**src/rtl/branch_predictor.sv**
```systemverilog
// branch_predictor: direct-mapped BTB with 2-bit saturating direction counters.
// Lookup is combinational from pc_i. EX resolutions update the table at the clock edge.
// There is no bypass, so a same-cycle lookup of the entry being written sees the old contents.
// Saturating counters track resolved branches and mispredictions.
module branch_predictor #(
   parameter int unsigned ENTRIES = 16,
   parameter int unsigned IDX_W   = 4,
   parameter int unsigned TAG_W   = 26
) (
   input  logic        clk,
   input  logic        rst,
   input  logic [31:0] pc_i,
   output logic        pred_taken_o,
   output logic [31:0] pred_target_o,
   input  logic        ex_valid_i,
   input  logic        ex_is_br_i,
   input  logic [31:0] ex_pc_i,
   input  logic        ex_br_taken_i,
   input  logic [31:0] ex_br_target_i,
   input  logic        ex_mispredict_i,
   output logic [31:0] br_cnt_o,
   output logic [31:0] mispred_cnt_o
);

   logic             r_valid  [ENTRIES];
   logic [TAG_W-1:0] r_tag    [ENTRIES];
   logic [31:0]      r_target [ENTRIES];
   logic [1:0]       r_ctr    [ENTRIES];
   logic [31:0]      r_br_cnt;
   logic [31:0]      r_mispred_cnt;

   logic [IDX_W-1:0] w_idx;
   logic [TAG_W-1:0] w_tag;
   logic             w_hit;
   logic [IDX_W-1:0] w_eidx;
   logic [TAG_W-1:0] w_etag;
   logic             w_ehit;
   logic             w_upd;
   logic [3:0]       w_unused_pc_bits;

   assign w_idx  = pc_i[IDX_W+1:2];
   assign w_tag  = pc_i[31:IDX_W+2];
   assign w_eidx = ex_pc_i[IDX_W+1:2];
   assign w_etag = ex_pc_i[31:IDX_W+2];
   assign w_upd  = ex_valid_i && ex_is_br_i;
   // Word-aligned PCs: the byte-offset bits play no part in indexing or tagging.
   assign w_unused_pc_bits = {pc_i[1:0], ex_pc_i[1:0]};

   // Fetch-side lookup: hit and taken-prediction from the current table contents
   always_comb begin
      w_hit         = r_valid[w_idx] && (r_tag[w_idx] == w_tag);
      pred_taken_o  = w_hit && r_ctr[w_idx][1];
      pred_target_o = pred_taken_o ? r_target[w_idx] : '0;
   end

   // EX-side tag match on the entry being resolved
   always_comb begin
      w_ehit = r_valid[w_eidx] && (r_tag[w_eidx] == w_etag);
   end

   // Table update: train on hit, allocate on taken miss, ignore not-taken miss
   always_ff @(posedge clk or posedge rst) begin
      if (rst) begin
         for (int unsigned i = 0; i < ENTRIES; i++) begin
            r_valid[i]  <= 1'b0;
            r_tag[i]    <= '0;
            r_target[i] <= '0;
            r_ctr[i]    <= 2'b01;
         end
      end else if (w_upd) begin
         if (w_ehit) begin
            if (ex_br_taken_i) begin
               if (r_ctr[w_eidx] != 2'b11) r_ctr[w_eidx] <= r_ctr[w_eidx] + 2'b01;
               r_target[w_eidx] <= ex_br_target_i;
            end else begin
               if (r_ctr[w_eidx] != 2'b00) r_ctr[w_eidx] <= r_ctr[w_eidx] - 2'b01;
            end
         end else if (ex_br_taken_i) begin
            r_valid[w_eidx]  <= 1'b1;
            r_tag[w_eidx]    <= w_etag;
            r_target[w_eidx] <= ex_br_target_i;
            r_ctr[w_eidx]    <= 2'b10;
         end
      end
   end

   // Performance counters, saturating at all-ones
   always_ff @(posedge clk or posedge rst) begin
      if (rst) begin
         r_br_cnt      <= '0;
         r_mispred_cnt <= '0;
      end else if (w_upd) begin
         if (r_br_cnt != '1) r_br_cnt <= r_br_cnt + 32'd1;
         if (ex_mispredict_i && (r_mispred_cnt != '1)) r_mispred_cnt <= r_mispred_cnt + 32'd1;
      end
   end

   assign br_cnt_o      = r_br_cnt;
   assign mispred_cnt_o = r_mispred_cnt;

endmodule

```
**config.mk**
```make
export PLATFORM = sky130hd
export DESIGN_NAME = branch_predictor
export DESIGN_NICKNAME = d
export VERILOG_FILES = /design/src/rtl/branch_predictor.sv
export SDC_FILE = /design/constraint.sdc
export NUM_CORES = 2
export LEC_CHECK = 0
export ABC_AREA = 0
export BUFFER_PORTS_ARGS = -buffer_cell sky130_fd_sc_hd__buf_2
export CORE_ASPECT_RATIO = 1.2
export CORE_MARGIN = 8
export CORE_UTILIZATION = 65
export CTS_BUF_LIST = sky130_fd_sc_hd__clkbuf_4 sky130_fd_sc_hd__clkbuf_8
export CTS_CLUSTER_DIAMETER = 30
export CTS_CLUSTER_SIZE = 16
export DETAILED_ROUTE_END_ITERATION = 6
export GPL_ROUTABILITY_DRIVEN = 0
export HOLD_SLACK_MARGIN = 0.1
export PLACE_DENSITY = 0.83
export SLEW_MARGIN = 20
export SYNTH_ARGS = -nofsm -noshare
export SYNTH_HDL_FRONTEND = slang
export SYNTH_SLANG_ARGS = --single-unit
```
**constraint.sdc**
```tcl
create_clock -name clk -period 62 [get_ports clk]
set_input_delay 3.1 -clock clk [delete_from_list [all_inputs] [get_ports clk]]
set_output_delay 3.1 -clock clk [all_outputs]
set_load 0.05 [all_outputs]
```
==> qor.txt <==
layout overhead on the synthesized area -> 10.6%
critical path class -> input pin to output pin
RSZ-0062 raised after global routing -> false
CP endpoint kind -> output pin
CP cell instances -> buf_8 -> buf_12 -> buf_4 -> mux4_2 -> mux4_2 -> xor2_1 -> nor4_1 -> nand4_1 -> buf_4 -> nor2b_1 -> buf_2
wire per inst -> 28.4 um
most frequent cells in the layout -> dfrtp_1 (1024), mux2_2 (907), mux4_2 (372), clkbuf_8 (193), buf_2 (188)
Final setup viols -> 0
Max Fclk -> 0.0907 GHz
Initial Util -> 65.5%
area leader, netlist -> dfrtp_1
cts bufs inserted -> 164
Post-Layout Cell Count -> 4714
Crit Path Max Fanout -> 107
largest cells by area after synthesis -> dfrtp_1 (50%), mux2_2 (20%), mux4_2 (16%)
IO buf count -> 194
placed cell area -> 53200 um2
drt via density -> 6.73
final period utilization -> 17.8%
clk_skew -> 0.0523 ns
post_cts resized -> 0
die area -> 88800 um2
CP endpoint -> pred_target_o[3]
nets -> 3641
Worst EP arrival -> 7.92 ns
reg-to-reg slack, setup -> 57.17 ns
drc violations -> 0
busiest grt layer -> met2
min-delay src -> r_target[249]$_DFFE_PP0P_
sequential fraction of the synthesis area -> 50.4%
max cap viols -> 0
DR vias -> 31702
Tmin final -> 11.02 ns
Synth warnings -> 0
WHS -> 0.481 ns
HPWL Detailed -> 78.8 mm
Synth Register Bits -> 1040
GRT overflow -> 0
worst flop-to-flop path endpoint -> r_tag[234]$_DFFE_PP0P_
PD cells -> 31.0 nW/um2
VDD IR max -> 0.0000267 V
synth unique cells -> 69
Clock Root Buffer -> clkbuf_8
Design Area, Final -> 57200 um2
share of cells above drive strength 1 -> 52.3%
Post-Synthesis Cells -> 3404
htree depth -> 4
Setup WS pre-CTS -> 50.85 ns
row cnt -> 113
LEAKAGE -> 0.0262 uW
Global Route Usage Sum -> 30.5%
WP data required -> 58.90 ns
Startpoint Class -> input pin
Mapped Nets -> 3510
hold buffers post-CTS -> 0
Post-synth top flop -> dfrtp_1
Rel. slew slack -> 25.2%
result of the run -> finished, final reports clean
met2 Use GR -> 50.2%
endpoints failing hold -> 0
Antenna Nets Post-Route -> 0
final worst slack -> 50.98 ns
final slew viol count -> 0
core area -> 78900 um2
I/O Pins -> 199
r2r worst-path depth -> 11
DIE WIDTH -> 273 um
initial drt markers -> 2863
CTS tree -> yes
met3 usage -> 6.32%
vias in the first global route -> 34689
placed cell count -> 4401
HP Class -> flop to flop
synthesized area -> 51700 um2
Setup Buffers After CTS -> 0
Slowest cell on crit path -> buf_4
number of synthesized flops with an enable pin -> 0
die height -> 325 um
setup TNS -> 0 ns
CP Launch Point -> pc_i[2]
grt met1 use -> 38.5%
Clock Latency Late Sink -> 0.85 ns
CTS max path bufs -> 3
TritonRoute pass-1 iters -> 5
worst flop-to-flop path startpoint -> r_tag[124]$_DFFE_PP0P_
clock sink count -> 1040
Mean Syn Cell Area -> 15.2 um2
worst slew pin tran -> 1.12 ns
clock transition at the registers of the reported paths -> 0.07 ns
first-pass GRT wire length -> 208 mm
largest net degree at the start of global routing -> 210
final WL -> 134 mm
Async S/R FF share, synth -> 100%
antenna violations before repair -> 15
Synth top area share -> 49.6%
most common cell after layout, fill and taps aside -> dfrtp_1
Max stage delay on crit path -> 0.86 ns
-- per-stage QoR --
| step | util [%] | total power (uW) |
|---|---|---|
| finish | 72.4 | 1770 |
| global route | 72.4 | 1840 |
| CTS | 72.3 | 1780 |
| detailed placement | 67.4 | 1100 |
| global placement | 67.4 | 1080 |
| floorplan | - | 1030 |
-- flip-flops by register name, indices dropped and copies added, names as in the netlist --
name and count:
br_cnt_o 32, r_valid 16, r_target 512, r_ctr 32, mispred_cnt_o 32, r_tag 416
-- area by class of cell --
| type | count | area (um2) |
|---|---|---|
| diodes | 10 | 25.0 |
| clock buffers | 205 | 2740 |
| clock inverters | 95 | 1150 |
| fillers | 4890 | 21700 |
| inverters | 22 | 90.1 |
| multi-input cells | 2049 | 24200 |
| flip-flops and latches | 1040 | 26000 |
| well taps | 1035 | 1290 |
| repair buffers | 258 | 1580 |
-- where the power goes --
part / total, uW / internal [uW] / switching [uW]
clock network: 678 / 380 / 297
registers: 826 / 766 / 59.8
logic: 268 / 148 / 121
-- routing by layer --
layer / wire length (um) / vias up
met5: 46 / -
li1: - / 13044
met2: 68100 / 1334
met3: 9290 / 380
met4: 6250 / 8
met1: 50100 / 16936
-- kinds of logic after synthesis --
kind of cell / share of synthesized area, %
simple gates: 4.18
flops: 50.4
xor+xnor: 1.93
compound gates: 1.76
fa+ha+maj: 0.0969
buf+inv: 3.01
mux: 38.6
-- worst min-delay path by stage --
stage	slack (ns)	to	depth (start not counted)
CTS	0.48	r_target[249]$_DFFE_PP0P_	2
finish	0.48	r_target[249]$_DFFE_PP0P_	2
global placement	0.46	r_target[253]$_DFFE_PP0P_	2
floorplan	0.44	r_target[254]$_DFFE_PP0P_	2
detailed placement	0.46	r_target[249]$_DFFE_PP0P_	2
global route	0.50	r_target[248]$_DFFE_PP0P_	2
-- cell usage after synthesis (21+ instances only) --
| cell | number |
|---|---|
| dfrtp_1 | 1024 |
| inv_1 | 21 |
| nand3_1 | 38 |
| nand2_1 | 149 |
| buf_4 | 38 |
| nor2b_1 | 46 |
| a22oi_1 | 25 |
| xnor2_1 | 66 |
| buf_1 | 62 |
| xor2_1 | 48 |
| mux4_2 | 372 |
| nand4_1 | 26 |
| buf_2 | 58 |
| nor2_1 | 59 |
| mux2_2 | 907 |
| mux2_1 | 27 |
| clkbuf_1 | 115 |
| mux2i_1 | 91 |
-- critical path, delay by kind of cell --
| family | cells | cell delay [ns] |
|---|---|---|
| mux | 2 | 1.17 |
| buf+inv | 5 | 2.72 |
| simple gates | 3 | 0.56 |
| xor+xnor | 1 | 0.17 |
Note: power is estimated with default switching activity, not from simulation.
